$ cat config.mk
export PLATFORM = sky130hd
export DESIGN_NAME = param_reg_file
export DESIGN_NICKNAME = d
export VERILOG_FILES = /design/src/rtl/regfile_pkg.sv /design/src/rtl/regfile_scoreboard.sv /design/src/rtl/param_reg_file.sv
export SDC_FILE = /design/constraint.sdc
export NUM_CORES = 2
export LEC_CHECK = 0
export CORE_ASPECT_RATIO = 2
export CORE_MARGIN = 4
export CORE_UTILIZATION = 63
export CTS_CLUSTER_SIZE = 10
export DETAILED_ROUTE_END_ITERATION = 16
export PLACE_DENSITY_LB_ADDON = 0.25
export SYNTH_ARGS = -nofsm -noshare
export SYNTH_HDL_FRONTEND = slang
export SYNTH_SLANG_ARGS = --single-unit
$ cat constraint.sdc
create_clock -name clk -period 3 [get_ports clk]
set_clock_uncertainty 0.1 [all_clocks]
set_input_delay 0.6 -clock clk [delete_from_list [all_inputs] [get_ports clk]]
set_output_delay 0.6 -clock clk [all_outputs]
set_load 0.005 [all_outputs]
$ cat src/rtl/regfile_pkg.sv
// Shared constants for the parameterised register file: default geometry,
// the hard-wired zero register index and the reset preset table.
package regfile_pkg;

  localparam int unsigned DEF_DATA_W   = 32;
  localparam int unsigned DEF_DEPTH    = 32;
  localparam int unsigned ZERO_REG_IDX = 0;

  // Registers that come out of reset with a non-zero value.
  localparam int unsigned N_PRESETS = 3;
  localparam logic [N_PRESETS-1:0][31:0] PRESET_IDX = {32'd21, 32'd20, 32'd19};
  localparam logic [N_PRESETS-1:0][31:0] PRESET_VAL = {32'd40, 32'd20, 32'd5};

  // Reset value for register idx; 0 when the index has no preset.
  function automatic logic [31:0] preset_value(input int unsigned idx);
    preset_value = '0;
    for (int unsigned k = 0; k < N_PRESETS; k++) begin
      if (PRESET_IDX[k] == idx) preset_value = PRESET_VAL[k];
    end
  endfunction

endpackage

$ cat src/rtl/regfile_scoreboard.sv
// Per-register pending-write scoreboard: issue sets a bit, writeback clears
// it, a same-cycle set beats a clear on the same register.
module regfile_scoreboard
  import regfile_pkg::*;
#(
  parameter int unsigned DEPTH  = DEF_DEPTH,
  parameter int unsigned ADDR_W = $clog2(DEPTH)
) (
  input  logic              clk,
  input  logic              rst_n,
  input  logic              set_en,
  input  logic [ADDR_W-1:0] set_idx,
  input  logic              clr_en,
  input  logic [ADDR_W-1:0] clr_idx,
  input  logic [ADDR_W-1:0] look_idx1,
  input  logic [ADDR_W-1:0] look_idx2,
  output logic              busy1,
  output logic              busy2
);

  logic [DEPTH-1:0] busy_q;
  logic [DEPTH-1:0] busy_d;

  // Next busy vector: clear first so that a set on the same index wins.
  always_comb begin
    busy_d = busy_q;
    if (clr_en) busy_d[clr_idx] = 1'b0;
    if (set_en) busy_d[set_idx] = 1'b1;
  end

  // Busy register, discarded asynchronously on reset.
  always_ff @(posedge clk or negedge rst_n) begin
    if (!rst_n) busy_q <= '0;
    else        busy_q <= busy_d;
  end

  // Lookup ports.
  always_comb begin
    busy1 = busy_q[look_idx1];
    busy2 = busy_q[look_idx2];
  end

endmodule

$ cat src/rtl/param_reg_file.sv
// Two-read / one-write register file with optional write-to-read bypass,
// optional hard-wired zero register and a pending-write scoreboard that
// raises a stall request (hazard) for the issue stage.
module param_reg_file
  import regfile_pkg::*;
#(
  parameter int unsigned DATA_W   = DEF_DATA_W,
  parameter int unsigned DEPTH    = DEF_DEPTH,
  parameter int unsigned ADDR_W   = $clog2(DEPTH),
  parameter int unsigned ZERO_REG = 1,
  parameter int unsigned BYPASS   = 1
) (
  input  logic              clk,
  input  logic              rst_n,
  input  logic              we,
  input  logic [ADDR_W-1:0] waddr,
  input  logic [DATA_W-1:0] wdata,
  input  logic [ADDR_W-1:0] raddr1,
  input  logic [ADDR_W-1:0] raddr2,
  output logic [DATA_W-1:0] rdata1,
  output logic [DATA_W-1:0] rdata2,
  input  logic              issue,
  input  logic [ADDR_W-1:0] issue_rd,
  output logic              busy1,
  output logic              busy2,
  output logic              hazard
);

  localparam logic [ADDR_W-1:0] ZIDX = ADDR_W'(ZERO_REG_IDX);

  logic [DATA_W-1:0] mem_q [DEPTH];
  logic [DATA_W-1:0] mem_d [DEPTH];
  logic              wr_en;
  logic              set_en;
  logic              zero1, zero2;
  logic              fwd1, fwd2;
  logic              sb_busy1, sb_busy2;

  // Write decode; the zero register swallows writes and never goes busy.
  always_comb begin
    wr_en  = we    && !(ZERO_REG != 0 && waddr    == ZIDX);
    set_en = issue && !(ZERO_REG != 0 && issue_rd == ZIDX);
    mem_d  = mem_q;
    if (wr_en) mem_d[waddr] = wdata;
  end

  // Storage array with preset reset values.
  always_ff @(posedge clk or negedge rst_n) begin
    if (!rst_n) begin
      for (int unsigned i = 0; i < DEPTH; i++) mem_q[i] <= DATA_W'(preset_value(i));
    end else begin
      mem_q <= mem_d;
    end
  end

  // Read muxes. Forwarding is held off during reset so reads show the
  // reset contents rather than whatever sits on wdata.
  always_comb begin
    zero1  = (ZERO_REG != 0) && (raddr1 == ZIDX);
    zero2  = (ZERO_REG != 0) && (raddr2 == ZIDX);
    fwd1   = (BYPASS != 0) && rst_n && we && (waddr == raddr1) && !zero1;
    fwd2   = (BYPASS != 0) && rst_n && we && (waddr == raddr2) && !zero2;
    rdata1 = zero1 ? '0 : (fwd1 ? wdata : mem_q[raddr1]);
    rdata2 = zero2 ? '0 : (fwd2 ? wdata : mem_q[raddr2]);
    busy1  = sb_busy1 && !fwd1;
    busy2  = sb_busy2 && !fwd2;
    hazard = busy1 || busy2;
  end

  regfile_scoreboard #(
    .DEPTH  (DEPTH),
    .ADDR_W (ADDR_W)
  ) u_scoreboard (
    .clk       (clk),
    .rst_n     (rst_n),
    .set_en    (set_en),
    .set_idx   (issue_rd),
    .clr_en    (we),
    .clr_idx   (waddr),
    .look_idx1 (raddr1),
    .look_idx2 (raddr2),
    .busy1     (sb_busy1),
    .busy2     (sb_busy2)
  );

endmodule

==> results.toml <==
[global_routing]
globalRouteTotalUtil = 0.439
largest_net_degree_at_the_start_of_global_routing = 178
grt_overflow = 0
grt_pass1_wl_um = 311000
antenna_found_initial = 6
via_count_of_the_first_global_routing_pass = 46200

[placed_design]
finalWeightedCongestion = 0.931
port_buffers = 122
dp_hpwl_um = 132000
placement.cell_area_sq_mm = 0.0642
place_ws_ns = -1.17
number_of_placed_instances_taps_included = 5501

[final_layout]
num-nets-final = 4678
area_growth_pct = 23.9
design_area_sq_mm = 0.0716
post_layout_instance_count_excluding_filler_cells = 5840
finalCoreUtilization = 0.789
multi_input_area_sq_mm = 0.0308
layout.area.seq_sq_mm = 0.0264
post_route_cells_drive_above_1_share = 0.617
fill_cells = 4820

[logic_synthesis]
post-synth-top-area-cell = "sky130_fd_sc_hd__dfrtp_1"
synth_xor_area_frac = 0.00121
dominant_combinational_cell_family_by_area_after_synthesis = "multiplexers"
post_synth_and_or_nand_nor_area_fraction = 0.0422
synth_commonest_cells = "sky130_fd_sc_hd__mux2_2, sky130_fd_sc_hd__dfrtp_1, sky130_fd_sc_hd__mux4_2, sky130_fd_sc_hd__mux2i_1, sky130_fd_sc_hd__clkbuf_1"
synth_area_leaders = "sky130_fd_sc_hd__dfrtp_1, sky130_fd_sc_hd__mux2_2, sky130_fd_sc_hd__mux4_2"
yosys_warnings = 0
mappedNetlistNets = 4114
number_of_enable_type_register_cells_in_the_synthesized_netlist = 0
synthesis.area_sq_mm = 0.0578
flops_latches_synth = 1056
yosysMostFrequentCell = "sky130_fd_sc_hd__mux2_2"
post_synth_num_cell_types = 52
yosys.area.top_type_share = 0.455
synthArstFlopShare = 1.00
ys_dominant_reg_cell = "sky130_fd_sc_hd__dfrtp_1"
avgSynthCellArea_sq_um = 14.2
synthAdderAreaFrac = 0
synthesized_area_fraction_occupied_by_ao_oa_aoi_and_oai_cells = 0.0476
synth.yosys.seq_area_share = 0.457
muxShareOfSynthArea = 0.407
postSynthCellCount = 4058

[worst_setup_path]
crit_path_end_kind = "output pin"
reg2reg_setup_slack_ns = 1.83
timing_worst_setup_path_type = "in2out"
worstPathRequired_ns = 2.30
cp_slowest_stage_delay_ns = 0.34
cp.arrival_ns = 2.72
r2r_cells = 3
worst_r2r_startpoint = "mem_q[199]"
crit_chain = "buf_16, buf_16, buf_6, a221o_1, buf_6, nor4_4, buf_4, clkbuf_16, buf_12, nor3_4, nor3_4, buf_2"
critical_path.reg2reg.endpoint = "mem_q[199]"
crit_path_start = "raddr2[0]"
critPathMaxFanout = 7
cp-start-kind = "input pin"
critPathSlowestCell = "sky130_fd_sc_hd__a221o_1"

[timing]
setup_total_negative_slack_ns = -17.44
fmaxAchievable_mhz = 292
finalHoldViolations = 0
fin_hold_ws_ns = 0.301
grt_setup_unrepaired = "yes"
finalWorstSetupSlack_ns = -0.420
period_minus_slack_ns = 3.42
slew_headroom = 0.331
finalCritPeriodShare = 1.14
maxSlewViolCount = 0
worst_slew_pin_slew_ns = 1.00
setup_viol = 67

[clocking]
worst_skew_pair.late_latency_ns = 0.72
cts-buffers-inserted = 115
htreeDepth = 3
cts_root_buf = "sky130_fd_sc_hd__clkbuf_16"
numClockSinks = 1056
tritoncts = "built"
clkSlewWorstSetupHoldPaths_ns = 0.05
clockBufferDepth = 3

[power]
total_power_mw = 42.6
p_comb_frac = 0.251
ir_worst_vdd_mv = 0.489
power.density_mw_per_mm2 = 595
internal_power_mw = 30.2
sequentialPowerShare = 0.451
clock_power_frac = 0.298
power.net_switching_mw = 12.4
leakage_power_nw = 31.6
sw_frac_of_total = 0.292

[drt]
detail_route.drc_violations = 0
drt_wl_total_um = 219000
drt_iter0_markers = 5047
detailroute.via_count = 43500
final_antenna_net_count = 0
wire_per_inst_um = 37.5
detail_route.vias_per_cell = 7.44
drt_pass1_iterations = 9

[floorplan]
chipHeight_um = 436
initial_core_util = 0.637
num_io_pins = 123
row_count = 156
floorplan.die_area_sq_mm = 0.0970
die_width_um = 222
coreArea_sq_mm = 0.0908

[run_status]
status = "finished, violations left"
violated_checks = "negative setup slack"

[hold_path]
hold_path_class = "reg2reg"
min-delay-start = "mem_q[1005]"
worstHoldEndpoint = "mem_q[1005]"
min_delay_path_depth = 0

[job]
maxCapViolCount = 0
routing by layer:
| layer | up-vias | track usage | part of all wire |
|---|---|---|---|
| met5 | - | 0.00202 | 0.00023 |
| met4 | 8 | 0.377 | 0.11 |
| met3 | 1370 | 0.120 | 0.12 |
| met2 | 3334 | 0.673 | 0.46 |
| met1 | 22100 | 0.510 | 0.31 |
| li1 | 16600 | - | - |
area by class of cell:
class                      count  area share
timing repair buffer         901       0.136
tap                         1185      0.0207
antenna                        2   0.0000699
clock buffer                 144      0.0427
clock inverter                 4    0.000804
sequential                  1056       0.369
inverter                       4    0.000210
multi-input combinational   2544       0.430
state kept, by name, summed over array words and instances (netlist names):
| register | cells |
|---|---|
| u_scoreboard.busy_q | 32 |
| mem_q | 1024 |
worst max-delay path by stage:
stage	end	slack, ns
after CTS	rdata2[1]	-0.42
after floorplan	rdata1[24]	0.12
after detailed placement	rdata1[30]	-1.17
after global placement	rdata1[30]	-1.17
after global routing	rdata2[1]	-0.45
final	rdata2[1]	-0.42
power groups by stage:
stage	Sequential [mW]	Combinational, mW	Clock, mW
6_report	19.2	10.7	12.7
5_1_grt	19.5	11.2	13.3
4_1_cts	19.0	10.1	12.7
3_5_place_dp	19.3	9.41	0
3_3_place_gp	19.0	9.11	0
2_1_floorplan	18.4	6.56	0
cells in the final DEF, fill, tap and decap left out, types with 46 or more instances in the layout:
cell	count
sky130_fd_sc_hd__a221o_1	50
sky130_fd_sc_hd__buf_12	160
sky130_fd_sc_hd__buf_2	67
sky130_fd_sc_hd__buf_4	505
sky130_fd_sc_hd__buf_6	63
sky130_fd_sc_hd__clkbuf_16	122
sky130_fd_sc_hd__dfrtp_1	1050
sky130_fd_sc_hd__mux2_2	1121
sky130_fd_sc_hd__mux2i_1	187
sky130_fd_sc_hd__mux4_2	393
sky130_fd_sc_hd__nor2_1	146
sky130_fd_sc_hd__nor2_4	49
sky130_fd_sc_hd__nor3_2	80
sky130_fd_sc_hd__o21ai_0	46
sky130_fd_sc_hd__o221ai_1	51
cells by family after synthesis:
kind of cell / Yosys count
and+or+nand+nor: 443
AOI/OAI and AO/OA: 373
buffers and inverters: 458
muxes: 1720
xor gates and xnor gates: 8
DFF: 1056
what timing repair did:
| action | 4_1_cts | 5_1_grt |
|---|---|---|
| endpoints found under the hold margin | 12 | 0 |
| gates cloned | 14 | 3 |
| setup buffers | 142 | 73 |
| endpoints found under the setup margin | 67 | 453 |
| resized for setup | 631 | 240 |
| pin swaps | 126 | 140 |
| hold buffers | 1 | 0 |
worst max-delay path: cells and delay by family:
family	cells	cell delay [ns]
AOI/OAI and AO/OA	1	0.34
and+or+nand+nor	3	0.60
buffers and inverters	8	1.17
No activity file was read; power rests on OpenSTA's default activity.
